<file path="config.mk">
export PLATFORM = sky130hd
export DESIGN_NAME = issue_sched
export DESIGN_NICKNAME = d
export VERILOG_FILES = /design/src/rtl/ooo_pkg.sv /design/src/rtl/rs_oldest_sel.sv /design/src/rtl/issue_sched.sv
export SDC_FILE = /design/constraint.sdc
export NUM_CORES = 1
export LEC_CHECK = 0
export BUFFER_PORTS_ARGS = -buffer_cell sky130_fd_sc_hd__buf_2
export CAP_MARGIN = 20
export CORE_UTILIZATION = 61
export CTS_CLUSTER_SIZE = 10
export DETAILED_ROUTE_END_ITERATION = 10
export HOLD_SLACK_MARGIN = 0.05
export PLACE_DENSITY = 0.82
export SLEW_MARGIN = 10
export SYNTH_ARGS = -nofsm -noshare
export SYNTH_HDL_FRONTEND = slang
export SYNTH_SLANG_ARGS = --single-unit
</file>
<file path="constraint.sdc">
create_clock -name clk -period 4.7 [get_ports clk]
set_input_delay 0.47 -clock clk [delete_from_list [all_inputs] [get_ports clk]]
set_output_delay 0.47 -clock clk [all_outputs]
set_load 0.01 [all_outputs]
</file>
<file path="src/rtl/ooo_pkg.sv">
// Shared types for the out-of-order core: operand/tag widths, ALU opcodes and
// the reservation-station entry layout.
package ooo_pkg;

    localparam int TAG_W  = 3;
    localparam int DATA_W = 8;
    localparam int OP_W   = 4;

    typedef enum logic [OP_W-1:0] {
        ALU_ADD  = 4'd0,
        ALU_SUB  = 4'd1,
        ALU_AND  = 4'd2,
        ALU_OR   = 4'd3,
        ALU_XOR  = 4'd4,
        ALU_SLL  = 4'd5,
        ALU_SRL  = 4'd6,
        ALU_PASS = 4'd7
    } alu_op_e;

    typedef struct packed {
        logic              valid;
        alu_op_e           op;
        logic [TAG_W-1:0]  dst_tag;
        logic              s1_rdy;
        logic [TAG_W-1:0]  s1_tag;
        logic [DATA_W-1:0] s1_val;
        logic              s2_rdy;
        logic [TAG_W-1:0]  s2_tag;
        logic [DATA_W-1:0] s2_val;
    } rs_entry_t;

    // A waiting source captures a broadcast whose tag matches its producer.
    function automatic logic wake_hit(
        input logic             rdy,
        input logic [TAG_W-1:0] tag,
        input logic             bus_valid,
        input logic [TAG_W-1:0] bus_tag
    );
        return !rdy && bus_valid && (tag == bus_tag);
    endfunction

endpackage

</file>
<file path="src/rtl/rs_oldest_sel.sv">
// Lowest-index priority encoder: slot 0 is the oldest, so the lowest set
// request bit is the oldest ready micro-op.
module rs_oldest_sel #(
    parameter int N = 4
) (
    input  logic [N-1:0]         req,
    output logic                 found,
    output logic [$clog2(N)-1:0] index
);

    localparam int IW = $clog2(N);

    always_comb begin
        found = 1'b0;
        index = '0;
        for (int i = N - 1; i >= 0; i--) begin
            if (req[i]) begin
                found = 1'b1;
                index = IW'(i);
            end
        end
    end

endmodule

</file>
<file path="src/rtl/issue_sched.sv">
// Single-issue reservation station: collapsing age-ordered queue with CDB
// wakeup, oldest-ready select and a lock that holds the offer during stalls.
module issue_sched #(
    parameter int NUM_ENT = 4,
    parameter int TAG_W   = 3,
    parameter int DATA_W  = 8,
    parameter int OP_W    = 4
) (
    input  logic                         clk,
    input  logic                         rst,
    input  logic                         flush,
    input  logic                         disp_valid,
    output logic                         disp_ready,
    input  logic [OP_W-1:0]              disp_op,
    input  logic [TAG_W-1:0]             disp_dst_tag,
    input  logic                         disp_s1_rdy,
    input  logic [TAG_W-1:0]             disp_s1_tag,
    input  logic [DATA_W-1:0]            disp_s1_val,
    input  logic                         disp_s2_rdy,
    input  logic [TAG_W-1:0]             disp_s2_tag,
    input  logic [DATA_W-1:0]            disp_s2_val,
    input  logic                         cdb_valid,
    input  logic [TAG_W-1:0]             cdb_tag,
    input  logic [DATA_W-1:0]            cdb_val,
    output logic                         iss_valid,
    input  logic                         iss_ready,
    output logic [OP_W-1:0]              iss_op,
    output logic [TAG_W-1:0]             iss_dst_tag,
    output logic [DATA_W-1:0]            iss_a,
    output logic [DATA_W-1:0]            iss_b,
    output logic [$clog2(NUM_ENT+1)-1:0] occupancy
);

    import ooo_pkg::*;

    localparam int IDX_W = $clog2(NUM_ENT);
    localparam int OCC_W = $clog2(NUM_ENT + 1);

    rs_entry_t          ent_q   [NUM_ENT];
    rs_entry_t          ent_nxt [NUM_ENT];
    rs_entry_t          new_ent;
    logic [OCC_W-1:0]   occ_q;
    logic               lock_q;
    logic [IDX_W-1:0]   lock_idx_q;
    logic [NUM_ENT-1:0] rdy_vec;
    logic               found;
    logic [IDX_W-1:0]   found_idx;
    logic [IDX_W-1:0]   sel_idx;
    logic               disp_fire;
    logic               issue_fire;
    logic [OCC_W-1:0]   wr_ptr;

    always_comb begin
        rdy_vec = '0;
        for (int i = 0; i < NUM_ENT; i++) begin
            rdy_vec[i] = ent_q[i].valid && ent_q[i].s1_rdy && ent_q[i].s2_rdy;
        end
    end

    rs_oldest_sel #(
        .N(NUM_ENT)
    ) u_sel (
        .req  (rdy_vec),
        .found(found),
        .index(found_idx)
    );

    // While locked, the held index wins even if an older entry became ready.
    assign sel_idx    = lock_q ? lock_idx_q : found_idx;
    assign iss_valid  = lock_q || found;
    assign iss_op     = iss_valid ? ent_q[sel_idx].op      : '0;
    assign iss_dst_tag = iss_valid ? ent_q[sel_idx].dst_tag : '0;
    assign iss_a      = iss_valid ? ent_q[sel_idx].s1_val  : '0;
    assign iss_b      = iss_valid ? ent_q[sel_idx].s2_val  : '0;

    assign occupancy  = occ_q;
    assign disp_ready = (occ_q < OCC_W'(NUM_ENT));
    assign disp_fire  = disp_valid && disp_ready;
    assign issue_fire = iss_valid && iss_ready;
    assign wr_ptr     = occ_q - OCC_W'(issue_fire);

    always_comb begin
        new_ent         = '0;
        new_ent.valid   = 1'b1;
        new_ent.op      = alu_op_e'(disp_op);
        new_ent.dst_tag = disp_dst_tag;
        new_ent.s1_rdy  = disp_s1_rdy;
        new_ent.s1_tag  = disp_s1_tag;
        new_ent.s1_val  = disp_s1_val;
        new_ent.s2_rdy  = disp_s2_rdy;
        new_ent.s2_tag  = disp_s2_tag;
        new_ent.s2_val  = disp_s2_val;
        if (wake_hit(disp_s1_rdy, disp_s1_tag, cdb_valid, cdb_tag)) begin
            new_ent.s1_rdy = 1'b1;
            new_ent.s1_val = cdb_val;
        end
        if (wake_hit(disp_s2_rdy, disp_s2_tag, cdb_valid, cdb_tag)) begin
            new_ent.s2_rdy = 1'b1;
            new_ent.s2_val = cdb_val;
        end
    end

    // Wakeup first, then collapse over the issued slot, then append dispatch.
    always_comb begin
        for (int i = 0; i < NUM_ENT; i++) begin
            ent_nxt[i] = ent_q[i];
            if (ent_q[i].valid && wake_hit(ent_q[i].s1_rdy, ent_q[i].s1_tag, cdb_valid, cdb_tag)) begin
                ent_nxt[i].s1_rdy = 1'b1;
                ent_nxt[i].s1_val = cdb_val;
            end
            if (ent_q[i].valid && wake_hit(ent_q[i].s2_rdy, ent_q[i].s2_tag, cdb_valid, cdb_tag)) begin
                ent_nxt[i].s2_rdy = 1'b1;
                ent_nxt[i].s2_val = cdb_val;
            end
        end
        if (issue_fire) begin
            for (int i = 0; i < NUM_ENT - 1; i++) begin
                if (IDX_W'(i) >= sel_idx) begin
                    ent_nxt[i] = ent_nxt[i+1];
                end
            end
            ent_nxt[NUM_ENT-1] = '0;
        end
        for (int i = 0; i < NUM_ENT; i++) begin
            if (disp_fire && (OCC_W'(i) == wr_ptr)) begin
                ent_nxt[i] = new_ent;
            end
        end
    end

    // Only an issue shifts entries, and an issue also clears the lock, so the
    // held index never needs adjusting while it is live.
    always_ff @(posedge clk or posedge rst) begin
        if (rst) begin
            for (int i = 0; i < NUM_ENT; i++) begin
                ent_q[i] <= '0;
            end
            occ_q      <= '0;
            lock_q     <= 1'b0;
            lock_idx_q <= '0;
        end else if (flush) begin
            for (int i = 0; i < NUM_ENT; i++) begin
                ent_q[i] <= '0;
            end
            occ_q      <= '0;
            lock_q     <= 1'b0;
            lock_idx_q <= '0;
        end else begin
            for (int i = 0; i < NUM_ENT; i++) begin
                ent_q[i] <= ent_nxt[i];
            end
            occ_q <= occ_q + OCC_W'(disp_fire) - OCC_W'(issue_fire);
            if (issue_fire) begin
                lock_q <= 1'b0;
            end else if (iss_valid) begin
                lock_q     <= 1'b1;
                lock_idx_q <= sel_idx;
            end
        end
    end

endmodule
</file>
==> impl_metrics.tcl, run 1 <==
set metrics [dict create \
    cts.sinks 134 \
    whs_ns 0.249 \
    highest_layer "met4" \
    p_leak_nw 4.18 \
    yosysSeqAreaShare_pct 40.0 \
    synth_cell_types 47 \
    area_delta_synth_final_pct 13.9 \
    io_buffers 75 \
    yosys.area.top_type "dfrtp_1" \
    tns_ns 0 \
    synth-edff-count 0 \
    layout_min_cycle_time_ns 3.98 \
    synth_area_leaders "dfrtp_1, nand2_1, mux2i_1" \
    cts_tree "yes" \
    hold_class "input pin to async pin" \
    worstRegToRegCells 11 \
    crit_fanout 24 \
    cts.path.max_buffers 2 \
    antennaDiodeCount 0 \
    row_count 42 \
    die_w_um 119 \
    clock.fmax_ghz 0.251 \
    ctsHoldBuffers 0 \
    wl_met1_um 10100 \
    wl_met3_um 2640 \
    syn_area_per_cell_sq_um 8.84 \
    total_power_w 0.00360 \
    hold_viol_final 0 \
    clkTransAtPathRegs_ns 0.06 \
    coreArea_sq_um 13300 \
    start_util_pct 62.8 \
    synth_async_sr_flop_share_pct 100 \
    relSlewSlack_pct 26.7 \
    syn_area_sq_um 8390 \
    fp.dieH_um 119 \
    hpwl_um 15600 \
    nets 1037 \
    synth_ff_type "dfrtp_1" \
    finClkSkew_ns 0.00626 \
    postCtsSetupBuffers 0 \
    first_global_vias 7730 \
    slew_viol_final 0 \
    grt_use_total_pct 37.9 \
    fin_cells 1175 \
    drt_iter0_drc 927 \
    ys_seq_elements 134 \
    cp_data_required_time_ns 4.23 \
    ant_nets 0 \
    place_inst 1142 \
    reg2reg_slack_ns 1.10 \
    ys_warn_count 0 \
    synth_top_cell_area_share_pct 40.0 \
    fillers 1022 \
    grt-ovfl-total 0 \
    drc 0 \
    worst_pin_slew_ns 1.10 \
    start_kind "register" \
    syn_inst 949 \
    vdd_ir_drop_max_uv 292 \
    num_io_pins 76 \
    final.period_utilization_pct 84.7 \
    power_density_nw_per_um2 377 \
    gp_congestion 0.875 \
    cp.arrival_ns 3.51 \
    rsz0062_at_grt "false" \
    cts-resized-gates 0 \
    via_per_inst 6.72 \
    grt_pass1_wl_um 41300 \
    status "complete, no violations" \
    setup_violations 0 \
    crit_type "register to output port" \
    grt_max_degree 106 \
    clock_latency_ns 0.43 \
    root_buffer "clkbuf_16" \
    synth_fp_nets 1000 \
    cts_made_buffers 17 \
    dr.pass1.iters 6 \
    wl_met2_um 11900 \
    vias 7900 \
    detail_route.wl_per_cell_um 21.9 \
    htreeDepth 4 \
    drt-total-wl_um 25800 \
    layout-drive-gt1-share_pct 21.6 \
    die-area_sq_um 14200 \
    antenna_found_initial 0 \
    end_kind "output port" \
    max-cap-violations 0 \
]
routing by layer:
| metal | vias to the layer above | global-route usage, % |
|---|---|---|
| met2 | 515 | 58.8 |
| met5 | - | 0 |
| met1 | 3815 | 49.9 |
| met4 | 0 | 20.0 |
| met3 | 108 | 7.61 |
| li1 | 3462 | - |
path summary, 6_finish.rpt:
path,from,to
max reg2reg,ent_q[107]$_DFF_PP0_,ent_q[30]$_DFFE_PP0P_
max,lock_q$_DFFE_PP0P_,iss_b[0]
max in group asynchronous,rst,ent_q[93]$_DFFE_PP0P_
min,rst,occupancy[0]$_DFF_PP0_
min reg2reg,ent_q[24]$_DFFE_PP0P_,ent_q[24]$_DFFE_PP0P_
min in group clk,disp_op[0],ent_q[27]$_DFFE_PP0P_
cell type report:
type	instances	area [sq um]	share of cell area [%]
Tap cell	176	220	2.31
Multi-Input combinational cell	722	4780	50.0
Inverter	8	35.0	0.367
Timing Repair Buffer	103	586	6.13
Sequential cell	134	3350	35.1
Clock inverter	9	72.6	0.760
Clock buffer	23	508	5.32
cells by family after synthesis:
logic type | share of synthesized area, %
and+or+nand+nor | 18.7
xor gates and xnor gates | 3.75
adders and majority gates | 0.537
muxes | 15.0
buffers and inverters | 4.36
DFF | 40.0
AOI/OAI and AO/OA | 17.6
state kept, by name, indices dropped and copies added (netlist names):
| register | cells |
|---|---|
| ent_q | 128 |
| lock_idx_q | 2 |
| occupancy | 3 |
| lock_q | 1 |
power by group:
part | switching [W] | internal, W
Sequential | 0.000123 | 0.00131
Clock | 0.000506 | 0.000804
Combinational | 0.000530 | 0.000328
cells in the final DEF, fill, tap and decap left out, types with 4 or more instances in the layout:
master	netlist	routed
nand2_1	206	205
dfrtp_1	134	134
nor2_1	91	89
buf_2	10	75
mux2i_1	64	64
mux2_2	55	55
a311oi_1	48	48
a21oi_1	42	41
nand3_1	40	40
buf_4	1	28
xor2_1	24	24
a32o_1	18	18
clkbuf_16	0	17
o211ai_1	16	16
o22a_1	16	16
a211oi_1	15	15
a22o_1	13	13
xnor2_1	10	10
nor4_2	2	8
inv_1	8	7
o21ai_0	7	7
clkinv_2	0	7
nand3b_1	6	6
clkbuf_8	0	6
nand2b_1	4	4
o311ai_0	4	4
critical path, cell delays in order (launching register included):
cell and delay, ns:
dfrtp_1 0.49, a31o_2 0.29, or2_2 0.51, nand2_2 0.54, buf_4 0.45, mux2_2 0.23
nor2_1 0.04, a311oi_1 0.32, buf_2 0.19
metrics by stage:
stage               util, %  setup WS [ns]  instance area, sq um
floorplan                 -          0.647                  8390
finish                 71.6          0.717                  9550
global placement       67.2           1.28                  8960
CTS                    71.5          0.766                  9550
global route           71.6          0.619                  9550
detailed placement     67.2           1.16                  8960
synth_stat cells, types with 7 or more instances:
cell type	n
nand2_1	206
dfrtp_1	134
nor2_1	91
clkbuf_1	64
mux2i_1	64
mux2_2	55
a311oi_1	48
a21oi_1	42
nand3_1	40
xor2_1	24
a32o_1	18
o211ai_1	16
o22a_1	16
a211oi_1	15
a22o_1	13
buf_1	10
buf_2	10
xnor2_1	10
inv_1	8
o21ai_0	7
Note: power is estimated with default switching activity, not from simulation.
==> inputs of run 2 (changes only) <==
- clock period: 4.7 -> 4 ns (I/O delays scaled with it)
==> impl_metrics.tcl, run 2 (synthesis gave the netlist of run 1 again) <==
set metrics [dict create \
    status "complete, no violations" \
    end_kind "output port" \
    cp.arrival_ns 3.12 \
    nets 1041 \
    ctsHoldBuffers 0 \
    mostFrequentLayoutCells "nand2_1, dfrtp_1, nor2_1" \
    dr.pass1.iters 6 \
    hold_viol_final 0 \
    drt_iter0_drc 910 \
    hpwl_um 15600 \
    grt-ovfl-total 0 \
    postCtsSetupBuffers 0 \
    cts_made_buffers 17 \
    slew_viol_final 0 \
    gp_congestion 0.851 \
    drt-total-wl_um 25600 \
    layout_min_cycle_time_ns 3.52 \
    htreeDepth 4 \
    antenna_found_initial 0 \
    fin_cells 1179 \
    path_cells "and3_1 -> mux2i_1 -> nand2_1 -> buf_4 -> nor2_1 -> a311oi_1 -> buf_2" \
    top_register "ent_q" \
    start_kind "register" \
    via_per_inst 6.81 \
    power_density_nw_per_um2 459 \
    die-area_sq_um 14200 \
    layout-drive-gt1-share_pct 21.8 \
    num_io_pins 76 \
    worst-path-buf-inv 2 \
    die_w_um 119 \
    final_common_cell "nand2_1" \
    rsz0062_at_grt "false" \
    max-cap-violations 0 \
    final.period_utilization_pct 88.0 \
    cp_data_required_time_ns 3.60 \
    drc 0 \
    detail_route.wl_per_cell_um 21.7 \
    clkTransAtPathRegs_ns 0.06 \
    crit_type "register to output port" \
    coreArea_sq_um 13300 \
    grt_use_total_pct 37.6 \
    root_buffer "clkbuf_16" \
    cts.path.max_buffers 2 \
    area_delta_synth_final_pct 15.4 \
    tns_ns 0 \
    largest_reg_flops 128 \
    clock.fmax_ghz 0.284 \
    hold_class "input pin to async pin" \
    row_count 42 \
    ant_nets 0 \
    vias 8028 \
    p_leak_nw 4.22 \
    antennaDiodeCount 0 \
    slowest_delay_ns 0.50 \
    setup_violations 0 \
    fp.dieH_um 119 \
    worst_pin_slew_ns 1.04 \
    grt_max_degree 90 \
    cts_tree "yes" \
    io_buffers 75 \
    cts.sinks 134 \
    crit_fanout 21 \
    vdd_ir_drop_max_uv 332 \
    grt_pass1_wl_um 41100 \
    slowest_stage "nand2_1" \
    start_util_pct 62.8 \
    clock_latency_ns 0.44 \
    relSlewSlack_pct 30.7 \
    cts-resized-gates 0 \
    finClkSkew_ns 0.00691 \
    first_global_vias 7709 \
    crit_family "simple AND/OR/NAND/NOR gates" \
    place_inst 1147 \
]
[run 2: cell count changes in the layout (fill, tap and decap cells not counted), sizes merged]
cell and change:
bufinv +4, buf +4, clkbuf -5, clkinv -3
clkinvlp +4
[run 2: power by group]
group / total (W) / leakage [nW] / internal, W / switching, W
logic: 0.00102 / 2.08 / 0.000400 / 0.000624
registers: 0.00169 / 1.84 / 0.00154 / 0.000144
clock network: 0.00172 / 0.298 / 0.00110 / 0.000625
[run 2: area by class of cell]
type	count	area (sq um)
well taps	176	220
multi-input cells	722	4790
repair buffers	107	641
clock inverters	14	208
flip-flops and latches	134	3350
clock buffers	18	429
inverters	8	35.0
fillers	997	3670
[run 2: per-layer routing]
metal / routed length, um / GRT usage, %
met2: 12100 / 59.8
met1: 9960 / 48.6
met3: 2610 / 8.57
met4: 914 / 17.7
met5: 0 / 0
[run 2: metrics by stage]
stage               setup slack [ns]  cell area (sq um)  hold slack, ns  total power [W]  util [%]
floorplan                     0.0172               8390           0.471          0.00239         -
global placement               0.960               9040           0.512          0.00267      67.7
detailed placement             0.855               9040           0.520          0.00270      67.7
CTS                            0.520               9670           0.146          0.00442      72.5
global route                   0.359               9670           0.159          0.00462      72.5
finish                         0.479               9670          0.0948          0.00444      72.5
[run 2: final timing paths]
kind	from	to	slack [ns]	cells past startpoint
max reg2reg	ent_q[75]$_DFF_PP0_	ent_q[10]$_DFFE_PP0P_	0.77	11
min	rst	ent_q[85]$_DFFE_PP0P_	0.09	2
max in group asynchronous	rst	ent_q[81]$_DFF_PP0_	3.03	3
min reg2reg	ent_q[26]$_DFFE_PP0P_	ent_q[26]$_DFFE_PP0P_	0.54	1
min in group clk	disp_op[0]	ent_q[27]$_DFFE_PP0P_	0.24	2
max	ent_q[119]$_DFF_PP0_	iss_b[7]	0.48	7
